### config.mk
export PLATFORM = sky130hd
export DESIGN_NAME = muldiv_sequencer_flat
export DESIGN_NICKNAME = d
export VERILOG_FILES = /design/src/rtl/muldiv_pkg.sv /design/src/rtl/muldiv_sequencer_if.sv /design/src/rtl/muldiv_step.sv /design/src/rtl/muldiv_sequencer.sv /design/src/flat_wrapper.sv
export SDC_FILE = /design/constraint.sdc
export NUM_CORES = 1
export LEC_CHECK = 0
export ABC_AREA = 1
export CAP_MARGIN = 25
export CORE_MARGIN = 2
export CORE_UTILIZATION = 40
export DETAILED_ROUTE_END_ITERATION = 16
export GPL_TIMING_DRIVEN = 0
export PLACE_DENSITY = 0.67
export SYNTH_ARGS = -nofsm -noshare
export SYNTH_HDL_FRONTEND = slang
export SYNTH_HIERARCHICAL = 1
export SYNTH_SLANG_ARGS = --single-unit
### constraint.sdc
create_clock -name clk -period 8.3 [get_ports clk]
set_clock_uncertainty 0.05 [all_clocks]
set_input_delay 1.66 -clock clk [delete_from_list [all_inputs] [get_ports clk]]
set_output_delay 1.66 -clock clk [all_outputs]
set_load 0.03 [all_outputs]
### src/rtl/muldiv_pkg.sv
// rtl/muldiv_pkg.sv - shared op encodings, FSM state type and sizing for the muldiv sequencer
package muldiv_pkg;

    localparam int DEFAULT_WIDTH = 32;
    localparam int CNT_W         = 6;

    localparam logic [1:0] OP_MULTU = 2'b00;
    localparam logic [1:0] OP_MULT  = 2'b01;
    localparam logic [1:0] OP_DIVU  = 2'b10;
    localparam logic [1:0] OP_DIV   = 2'b11;

    typedef enum logic [1:0] {
        ST_IDLE = 2'd0,
        ST_RUN  = 2'd1,
        ST_FIN  = 2'd2
    } state_t;

endpackage

### src/rtl/muldiv_sequencer_if.sv
// rtl/muldiv_sequencer_if.sv - datapath-facing request/result bundle of the muldiv sequencer
interface muldiv_sequencer_if #(
    parameter int WIDTH = 32
);
    logic             start;
    logic [1:0]       op;
    logic [WIDTH-1:0] srca;
    logic [WIDTH-1:0] srcb;
    logic             busy;
    logic             stall;
    logic             done;
    logic             illegal;
    logic [WIDTH-1:0] hiout;
    logic [WIDTH-1:0] loout;

    modport master (
        output start, op, srca, srcb,
        input  busy, stall, done, illegal, hiout, loout
    );

    modport slave (
        input  start, op, srca, srcb,
        output busy, stall, done, illegal, hiout, loout
    );
endinterface

### src/rtl/muldiv_step.sv
// rtl/muldiv_step.sv - one combinational shift-add / restoring shift-subtract iteration on {acc, q}
// Subtract path present only when MULDIV_SEQUENCER_DIV_EN is defined.
module muldiv_step #(
    parameter int WIDTH = 32
) (
    input  logic [WIDTH:0]   acc_in,
    input  logic [WIDTH-1:0] q_in,
    input  logic [WIDTH-1:0] opnd,
`ifdef MULDIV_SEQUENCER_DIV_EN
    input  logic             is_div,
`endif
    output logic [WIDTH:0]   acc_out,
    output logic [WIDTH-1:0] q_out
);

    logic [WIDTH:0] sum;
`ifdef MULDIV_SEQUENCER_DIV_EN
    logic [WIDTH:0]   shifted;
    logic [WIDTH+1:0] diff;
`endif

    always_comb begin
        // Multiply: add multiplicand when the multiplier LSB is set, then shift the pair right.
        sum     = acc_in + (q_in[0] ? {1'b0, opnd} : '0);
        acc_out = {1'b0, sum[WIDTH:1]};
        q_out   = {sum[0], q_in[WIDTH-1:1]};
`ifdef MULDIV_SEQUENCER_DIV_EN
        shifted = {acc_in[WIDTH-1:0], q_in[WIDTH-1]};
        diff    = {1'b0, shifted} - {2'b00, opnd};
        if (is_div) begin
            // A borrow out of the trial subtract means restore the shifted remainder.
            if (diff[WIDTH+1]) begin
                acc_out = shifted;
                q_out   = {q_in[WIDTH-2:0], 1'b0};
            end else begin
                acc_out = diff[WIDTH:0];
                q_out   = {q_in[WIDTH-2:0], 1'b1};
            end
        end
`endif
    end

endmodule

### src/rtl/muldiv_sequencer.sv
// rtl/muldiv_sequencer.sv - iterative HI/LO multiply/divide sequencer (IDLE/RUN/FIN)
// Divide ops are built in only with MULDIV_SEQUENCER_DIV_EN; otherwise they pulse illegal.
module muldiv_sequencer
    import muldiv_pkg::*;
#(
    parameter int WIDTH = DEFAULT_WIDTH
) (
    input logic               clk,
    input logic               reset,
    muldiv_sequencer_if.slave bus
);

    state_t           state_q, state_d;
    logic [CNT_W-1:0] cnt_q, cnt_d;
    logic [WIDTH:0]   acc_q, acc_d;
    logic [WIDTH-1:0] q_q, q_d;
    logic [WIDTH-1:0] opnd_q, opnd_d;
    logic [WIDTH-1:0] hi_q, hi_d;
    logic [WIDTH-1:0] lo_q, lo_d;
    logic             neg_res_q, neg_res_d;
    logic             done_q, done_d;
    logic             illegal_q, illegal_d;
`ifdef MULDIV_SEQUENCER_DIV_EN
    logic             is_div_q, is_div_d;
    logic             neg_rem_q, neg_rem_d;
    logic             div_zero_q, div_zero_d;
    logic [WIDTH-1:0] dividend_q, dividend_d;
    logic [WIDTH-1:0] quo, rem;
`endif

    logic [WIDTH:0]     step_acc;
    logic [WIDTH-1:0]   step_q;
    logic [2*WIDTH-1:0] prod;
    logic               req_div, req_signed, busy;
    logic               a_neg, b_neg;
    logic [WIDTH-1:0]   a_mag, b_mag;

    assign req_div    = (bus.op == OP_DIVU) || (bus.op == OP_DIV);
    assign req_signed = (bus.op == OP_MULT) || (bus.op == OP_DIV);
    assign a_neg      = req_signed & bus.srca[WIDTH-1];
    assign b_neg      = req_signed & bus.srcb[WIDTH-1];
    assign a_mag      = a_neg ? -bus.srca : bus.srca;
    assign b_mag      = b_neg ? -bus.srcb : bus.srcb;

    muldiv_step #(.WIDTH(WIDTH)) u_step (
        .acc_in  (acc_q),
        .q_in    (q_q),
        .opnd    (opnd_q),
`ifdef MULDIV_SEQUENCER_DIV_EN
        .is_div  (is_div_q),
`endif
        .acc_out (step_acc),
        .q_out   (step_q)
    );

    always_comb begin
        state_d   = state_q;
        cnt_d     = cnt_q;
        acc_d     = acc_q;
        q_d       = q_q;
        opnd_d    = opnd_q;
        hi_d      = hi_q;
        lo_d      = lo_q;
        neg_res_d = neg_res_q;
        done_d    = 1'b0;
        illegal_d = 1'b0;
`ifdef MULDIV_SEQUENCER_DIV_EN
        is_div_d   = is_div_q;
        neg_rem_d  = neg_rem_q;
        div_zero_d = div_zero_q;
        dividend_d = dividend_q;
        quo        = neg_res_q ? -step_q : step_q;
        rem        = neg_rem_q ? -step_acc[WIDTH-1:0] : step_acc[WIDTH-1:0];
`endif
        // Sign correction is applied to the final iteration's output at write-back.
        prod = {step_acc[WIDTH-1:0], step_q};
        if (neg_res_q) begin
            prod = -prod;
        end

        case (state_q)
            ST_IDLE, ST_FIN: begin
                state_d = ST_IDLE;
                if (bus.start) begin
                    cnt_d     = '0;
                    acc_d     = '0;
                    neg_res_d = a_neg ^ b_neg;
`ifdef MULDIV_SEQUENCER_DIV_EN
                    state_d    = ST_RUN;
                    is_div_d   = req_div;
                    neg_rem_d  = a_neg;
                    div_zero_d = (bus.srcb == '0);
                    dividend_d = bus.srca;
                    q_d        = req_div ? a_mag : b_mag;
                    opnd_d     = req_div ? b_mag : a_mag;
`else
                    q_d    = b_mag;
                    opnd_d = a_mag;
                    if (req_div) begin
                        illegal_d = 1'b1;
                        done_d    = 1'b1;
                    end else begin
                        state_d = ST_RUN;
                    end
`endif
                end
            end
            ST_RUN: begin
                acc_d = step_acc;
                q_d   = step_q;
                cnt_d = cnt_q + 1'b1;
                if (cnt_q == CNT_W'(WIDTH-1)) begin
                    state_d = ST_FIN;
                    done_d  = 1'b1;
                    cnt_d   = '0;
`ifdef MULDIV_SEQUENCER_DIV_EN
                    if (is_div_q) begin
                        if (div_zero_q) begin
                            lo_d = '1;
                            hi_d = dividend_q;
                        end else begin
                            lo_d = quo;
                            hi_d = rem;
                        end
                    end else
`endif
                    begin
                        hi_d = prod[2*WIDTH-1:WIDTH];
                        lo_d = prod[WIDTH-1:0];
                    end
                end
            end
            default: state_d = ST_IDLE;
        endcase
    end

    always_ff @(posedge clk) begin
        if (!reset) begin
            state_q    <= ST_IDLE;
            cnt_q      <= '0;
            acc_q      <= '0;
            q_q        <= '0;
            opnd_q     <= '0;
            hi_q       <= '0;
            lo_q       <= '0;
            neg_res_q  <= 1'b0;
            done_q     <= 1'b0;
            illegal_q  <= 1'b0;
`ifdef MULDIV_SEQUENCER_DIV_EN
            is_div_q   <= 1'b0;
            neg_rem_q  <= 1'b0;
            div_zero_q <= 1'b0;
            dividend_q <= '0;
`endif
        end else begin
            state_q    <= state_d;
            cnt_q      <= cnt_d;
            acc_q      <= acc_d;
            q_q        <= q_d;
            opnd_q     <= opnd_d;
            hi_q       <= hi_d;
            lo_q       <= lo_d;
            neg_res_q  <= neg_res_d;
            done_q     <= done_d;
            illegal_q  <= illegal_d;
`ifdef MULDIV_SEQUENCER_DIV_EN
            is_div_q   <= is_div_d;
            neg_rem_q  <= neg_rem_d;
            div_zero_q <= div_zero_d;
            dividend_q <= dividend_d;
`endif
        end
    end

    assign busy        = (state_q == ST_RUN);
    assign bus.busy    = busy;
    assign bus.stall   = bus.start & busy;
    assign bus.done    = done_q;
    assign bus.illegal = illegal_q;
    assign bus.hiout   = hi_q;
    assign bus.loout   = lo_q;

endmodule

### src/flat_wrapper.sv
// flat-port wrapper written by rule: the top's interface ports become plain ports
module muldiv_sequencer_flat import muldiv_pkg::*;
#(
    parameter int WIDTH = DEFAULT_WIDTH
)
  (clk, reset, bus_start, bus_op, bus_srca, bus_srcb, bus_busy, bus_stall, bus_done, bus_illegal, bus_hiout, bus_loout);
  muldiv_sequencer_if #(.WIDTH(WIDTH)) bus_i ();
  input logic clk;
  input logic reset;
  input wire logic [$bits(bus_i.start)-1:0] bus_start;
  input wire logic [$bits(bus_i.op)-1:0] bus_op;
  input wire logic [$bits(bus_i.srca)-1:0] bus_srca;
  input wire logic [$bits(bus_i.srcb)-1:0] bus_srcb;
  output wire logic [$bits(bus_i.busy)-1:0] bus_busy;
  output wire logic [$bits(bus_i.stall)-1:0] bus_stall;
  output wire logic [$bits(bus_i.done)-1:0] bus_done;
  output wire logic [$bits(bus_i.illegal)-1:0] bus_illegal;
  output wire logic [$bits(bus_i.hiout)-1:0] bus_hiout;
  output wire logic [$bits(bus_i.loout)-1:0] bus_loout;
  assign bus_i.start = bus_start;
  assign bus_i.op = bus_op;
  assign bus_i.srca = bus_srca;
  assign bus_i.srcb = bus_srcb;
  assign bus_busy = bus_i.busy;
  assign bus_stall = bus_i.stall;
  assign bus_done = bus_i.done;
  assign bus_illegal = bus_i.illegal;
  assign bus_hiout = bus_i.hiout;
  assign bus_loout = bus_i.loout;
  muldiv_sequencer #(.WIDTH(WIDTH)) u_core (.clk(clk), .reset(reset), .bus(bus_i));
endmodule
Word-level counts from Yosys, hierarchy flattened
Index checks and enable logic that the tools add are counted.
{"block": "classes", "bitwise": 4, "reduce_logical": 9, "eq_ne": 8, "n_mux": 19, "add_sub_neg": 5}
{"cell": "32-bit two-way mux", "n": 4}
{"cell": "33-bit case mux with 2 select lines", "n": 1}
{"cell": "64-bit two-way mux", "n": 1}
{"cell": "32-bit negator", "n": 2}
{"cell": "64-bit negator", "n": 1}
{"cell": "32-bit case mux with 2 select lines", "n": 1}
{"cell": "33-bit adder", "n": 1}
{"cell": "33-bit two-way mux", "n": 1}
{"cell": "6-bit two-way mux", "n": 2}
{"cell": "6-bit case mux with 2 select lines", "n": 1}
{"cell": "2-bit AND reduction", "n": 4}
{"cell": "6-bit by 1-bit adder with 6-bit output (second input constant)", "n": 1}
{"cell": "2-bit equality test (second input constant)", "n": 3}
{"cell": "6-bit by 5-bit equality test with 1-bit output (second input constant)", "n": 1}
{"cell": "2-bit by 1-bit equality test with 1-bit output (second input constant)", "n": 2}
{"cell": "1-bit two-way mux", "n": 4}
{"cell": "2-bit two-way mux", "n": 2}
{"cell": "2-bit inequality test (second input constant)", "n": 2}
{"cell": "2-bit case mux with 2 select lines", "n": 1}
{"cell": "1-bit bitwise AND", "n": 3}
{"cell": "2-bit zero test", "n": 1}
{"cell": "1-bit logical OR", "n": 2}
{"cell": "1-bit case mux with 2 select lines", "n": 1}
{"cell": "2-bit nonzero test", "n": 1}
{"cell": "other kinds (2)", "n": 2}
{"block": "totals", "reg_bits": 172, "inputBits": 69, "output_inout_bits": 68, "word_cells": 55}

Longest topological paths before layout
{"block": "depth", "word_depth": 6, "ltp_mapped": 26, "ltp_nobuf": 26}

Cells and area by module
The synthesis kept the hierarchy.
{"module": "muldiv_sequencer", "instances": 1, "area_per_inst_um2": 10407.5, "cells_per_inst": 1713}
{"module": "muldiv_step", "instances": 1, "area_per_inst_um2": 2926.6, "cells_per_inst": 624}

Worst setup path before layout
Ideal clock, no wire load.
{"block": "synth_path", "kind": "input-to-output", "from": "input port bus_start", "to": "output port bus_stall", "setup_slack_ps": 4493, "cell_stages": 2, "t_arrival_ps": 2097, "required_time_ps": 6590, "cell_sequence": "inv_1 > nor2_1"}
{"block": "synth_between", "elab_chain_cells": 1}
{"item": "from (decl)", "line": "flat_wrapper.sv:10", "rtl": "input wire logic [$bits(bus_i.start)-1:0] bus_start;"}
{"item": "1-bit bitwise AND", "line": "muldiv_sequencer.sv:177", "rtl": "assign bus.stall = bus.start & busy;"}
{"item": "to (decl)", "line": "flat_wrapper.sv:15", "rtl": "output wire logic [$bits(bus_i.stall)-1:0] bus_stall;"}
Every way passes these cells.

Worst setup path in the final report
Ends and elaborated chain as after synthesis.

==> results.sh <==
export IMPL_synth_async_reset_ratio_pct=0
export IMPL_tns_ns=0
export IMPL_via_count=14951
export IMPL_hold_buffers=0
export IMPL_totalWireLength_mm=48.8
export IMPL_coreArea_um2=32700
export IMPL_worstMarginPinSlew_ns=0.850
export IMPL_synth_area_leader_cell="dfxtp_1"
export IMPL_synth_cells=2337
export IMPL_crit_arrival_ns=2.99
export IMPL_yosys_warnings=6
export IMPL_final_nets=2597
export IMPL_die_x_um=187
export IMPL_hold_path_class="flip-flop to flip-flop"
export IMPL_path_delay_family="buffers and inverters"
export IMPL_slew_headroom_pct=43.3
export IMPL_synthTopCellsByCount="nand2_1, inv_1, nor2_1, dfxtp_1, nand3_1"
export IMPL_syn_cell_area_um2=13300
export IMPL_p_leak_uw=0.00819
export IMPL_die_h_um=187
export IMPL_avgSynthCellArea_um2=5.71
export IMPL_wl_per_cell_um=16.6
export IMPL_gr_usage_all_layers_pct=27.6
export IMPL_overflow=0
export IMPL_design_area_um2=15800
export IMPL_post_route_util_pct=48.3
export IMPL_use_met2_pct=44.4
export IMPL_cts_root_buf="clkbuf_16"
export IMPL_start_util_pct=40.8
export IMPL_antenna_cells=0
export IMPL_synth_edf_count=0
export IMPL_hpwl_mm=39.7
export IMPL_crit_path_end_kind="output port"
export IMPL_ys_flop_type="dfxtp_1"
export IMPL_drv_cap=0
export IMPL_area_growth_pct=18.5
export IMPL_synth_top_area_share_pct=25.8
export IMPL_status="finished, final reports clean"
export IMPL_post_cts_buffers=0
export IMPL_power_density_nw_per_um2=141
export IMPL_synth_nets=2443
export IMPL_cts_made_buffers=17
export IMPL_cts_buffer_depth=2
export IMPL_grt_use_met3_pct=3.52
export IMPL_htreeDepth=4
export IMPL_crit_fanout=2
export IMPL_dieArea_um2=34800
export IMPL_io_buffer_count=135
export IMPL_ys_seq_area_share_pct=25.8
export IMPL_path_buf_inv=3
export IMPL_fmax_mhz=213
export IMPL_cp_start_kind="input port"
export IMPL_slowest_stage="clkdlybuf4s50_1"
export IMPL_crit_chain="clkdlybuf4s50_1, inv_1, nor2_1, clkdlybuf4s50_1"
export IMPL_final_antenna_net_count=0
export IMPL_grt_max_degree=18
export IMPL_ys_seq_elements=172
export IMPL_top_usage_layer="met2"
export IMPL_hold_viol_final=0
export IMPL_cts_resized=0
export IMPL_path_clk_slew_ns=0.07
export IMPL_grt_antenna_before_repair=0
export IMPL_final_max_slew_viol_count=0
export IMPL_cts_tree="yes"
export IMPL_synth_cell_types=49
export IMPL_clock_sinks=172
export IMPL_num_io_pins=137
export IMPL_ys_top_cells_by_area="dfxtp_1, nand2_1, inv_1"
export IMPL_drc=0
export IMPL_fin_crit_sh_pct=56.7
export IMPL_viasPerCell=5.08
export IMPL_rsz0062_at_grt="false"
export IMPL_grt_pass1_wl_mm=75.6
export IMPL_ir_worst_vdd_mv=0.151
export IMPL_finalSetupViolations=0
export IMPL_critPathRequiredTime_ns=6.59
export IMPL_synth_most_common_cell="nand2_1"
export IMPL_critPathMostFrequentCell="clkdlybuf4s50_1"
export IMPL_crit_type="input port to output port"
export IMPL_holdWs_ns=0.420
export IMPL_num_rows=66
export IMPL_drive_gt1_share_pct=5.59
export IMPL_first_pass_iters=5
export IMPL_fin_crit_ns=4.70
export IMPL_use_met1_pct=38.9
export IMPL_clkLatencyLatePin_ns=0.45
export IMPL_grt_pass1_vias=13534
export IMPL_place_gp_congestion=1.02
export IMPL_slowest_delay_ns=0.68
export IMPL_drt_iter0_drc=1466
export IMPL_placed_cell_area_um2=15200
state kept, by name, summed over array words and instances (netlist names), 2 cells and up:
| signal | count |
|---|---|
| u_core/acc_q | 33 |
| u_core/bus.hiout | 32 |
| u_core/bus.loout | 32 |
| u_core/opnd_q | 32 |
| u_core/q_q | 32 |
| u_core/cnt_q | 6 |
| u_core/state_q | 2 |
layout by cell type (no fill, tap or decap), types with 14 or more instances in the layout:
cell type	n
xor2_1	44
a21oi_1	123
clkdlybuf4s50_1	135
o21ai_1	17
inv_1	332
nand2_1	835
nor2_1	269
buf_2	27
nand3_1	149
buf_4	33
nand2_2	14
clkbuf_1	40
o21ai_0	90
nand4_1	34
ha_1	36
clkbuf_16	17
dfxtp_1	172
a31oi_1	17
per-stage QoR:
| step | instances | total power (uW) | setup slack [ns] |
|---|---|---|---|
| floorplan | 2337 | 1250 | 4.49 |
| global placement | 2914 | 1430 | 3.61 |
| detailed placement | 2914 | 1440 | 3.61 |
| CTS | 2946 | 2220 | 3.60 |
| global route | 2946 | 2330 | 3.53 |
| finish | 2946 | 2220 | 3.60 |
area by class of cell:
type                            instances  area [um2]
Fill cell                            3530       16900
Multi-Input combinational cell       1720        8060
Sequential cell                       172        3440
Timing Repair Buffer                  135        1350
Inverter                              340        1280
Buffer                                105         559
Tap cell                              442         553
Clock buffer                           18         439
Clock inverter                         14         129
worst reg2reg max path, cell delays in order (launching register included):
cell and delay, ns:
dfxtp_1 0.45, clkbuf_1 0.32, nand2_1 0.12, inv_1 0.13, ha_1 0.29, nand2_1 0.14
inv_1 0.08, nand2_1 0.07, nand2_1 0.11, inv_1 0.08, nand3_1 0.25, nand3_1 0.18
nand2_1 0.06, nand2_1 0.05, nand2_1 0.19, nor2_1 0.20, nand2_1 0.10, nor2_1 0.20
nand4_1 0.12, nor2_1 0.16, nand2_1 0.09, nand3_1 0.07, nand2_1 0.07, nor2_1 0.09
nor2_1 0.04
path summary, 6_finish.rpt:
kind | start | to | slack [ns] | cells after the start
max | bus_start | bus_stall | 3.60 | 4
min | u_core/acc_q[30] | u_core/acc_q[30] | 0.42 | 2
max reg2reg | u_core/q_q[0] | u_core/bus.hiout[31] | 4.48 | 24
min reg2reg | u_core/acc_q[30] | u_core/acc_q[30] | 0.42 | 2
logic make-up after synthesis:
family | synth area share [%]
compound gates | 12.0
xor+xnor | 3.74
fa+ha+maj | 3.53
buf+inv | 13.8
flops | 25.8
other cells | 0.0281
simple gates | 41.1
report_power, final:
group,internal (uW),switching (uW),total (uW)
clock network,403,387,790
registers,855,19.2,874
logic,184,375,559
total,1440,781,2220
metal layers:
layer / wire (um) / vias to the layer above
met5: 0 / -
met4: 937 / 0
met3: 3420 / 54
met2: 21500 / 537
met1: 22900 / 6792
li1: - / 7568
Power figures use the tool's default switching activity.
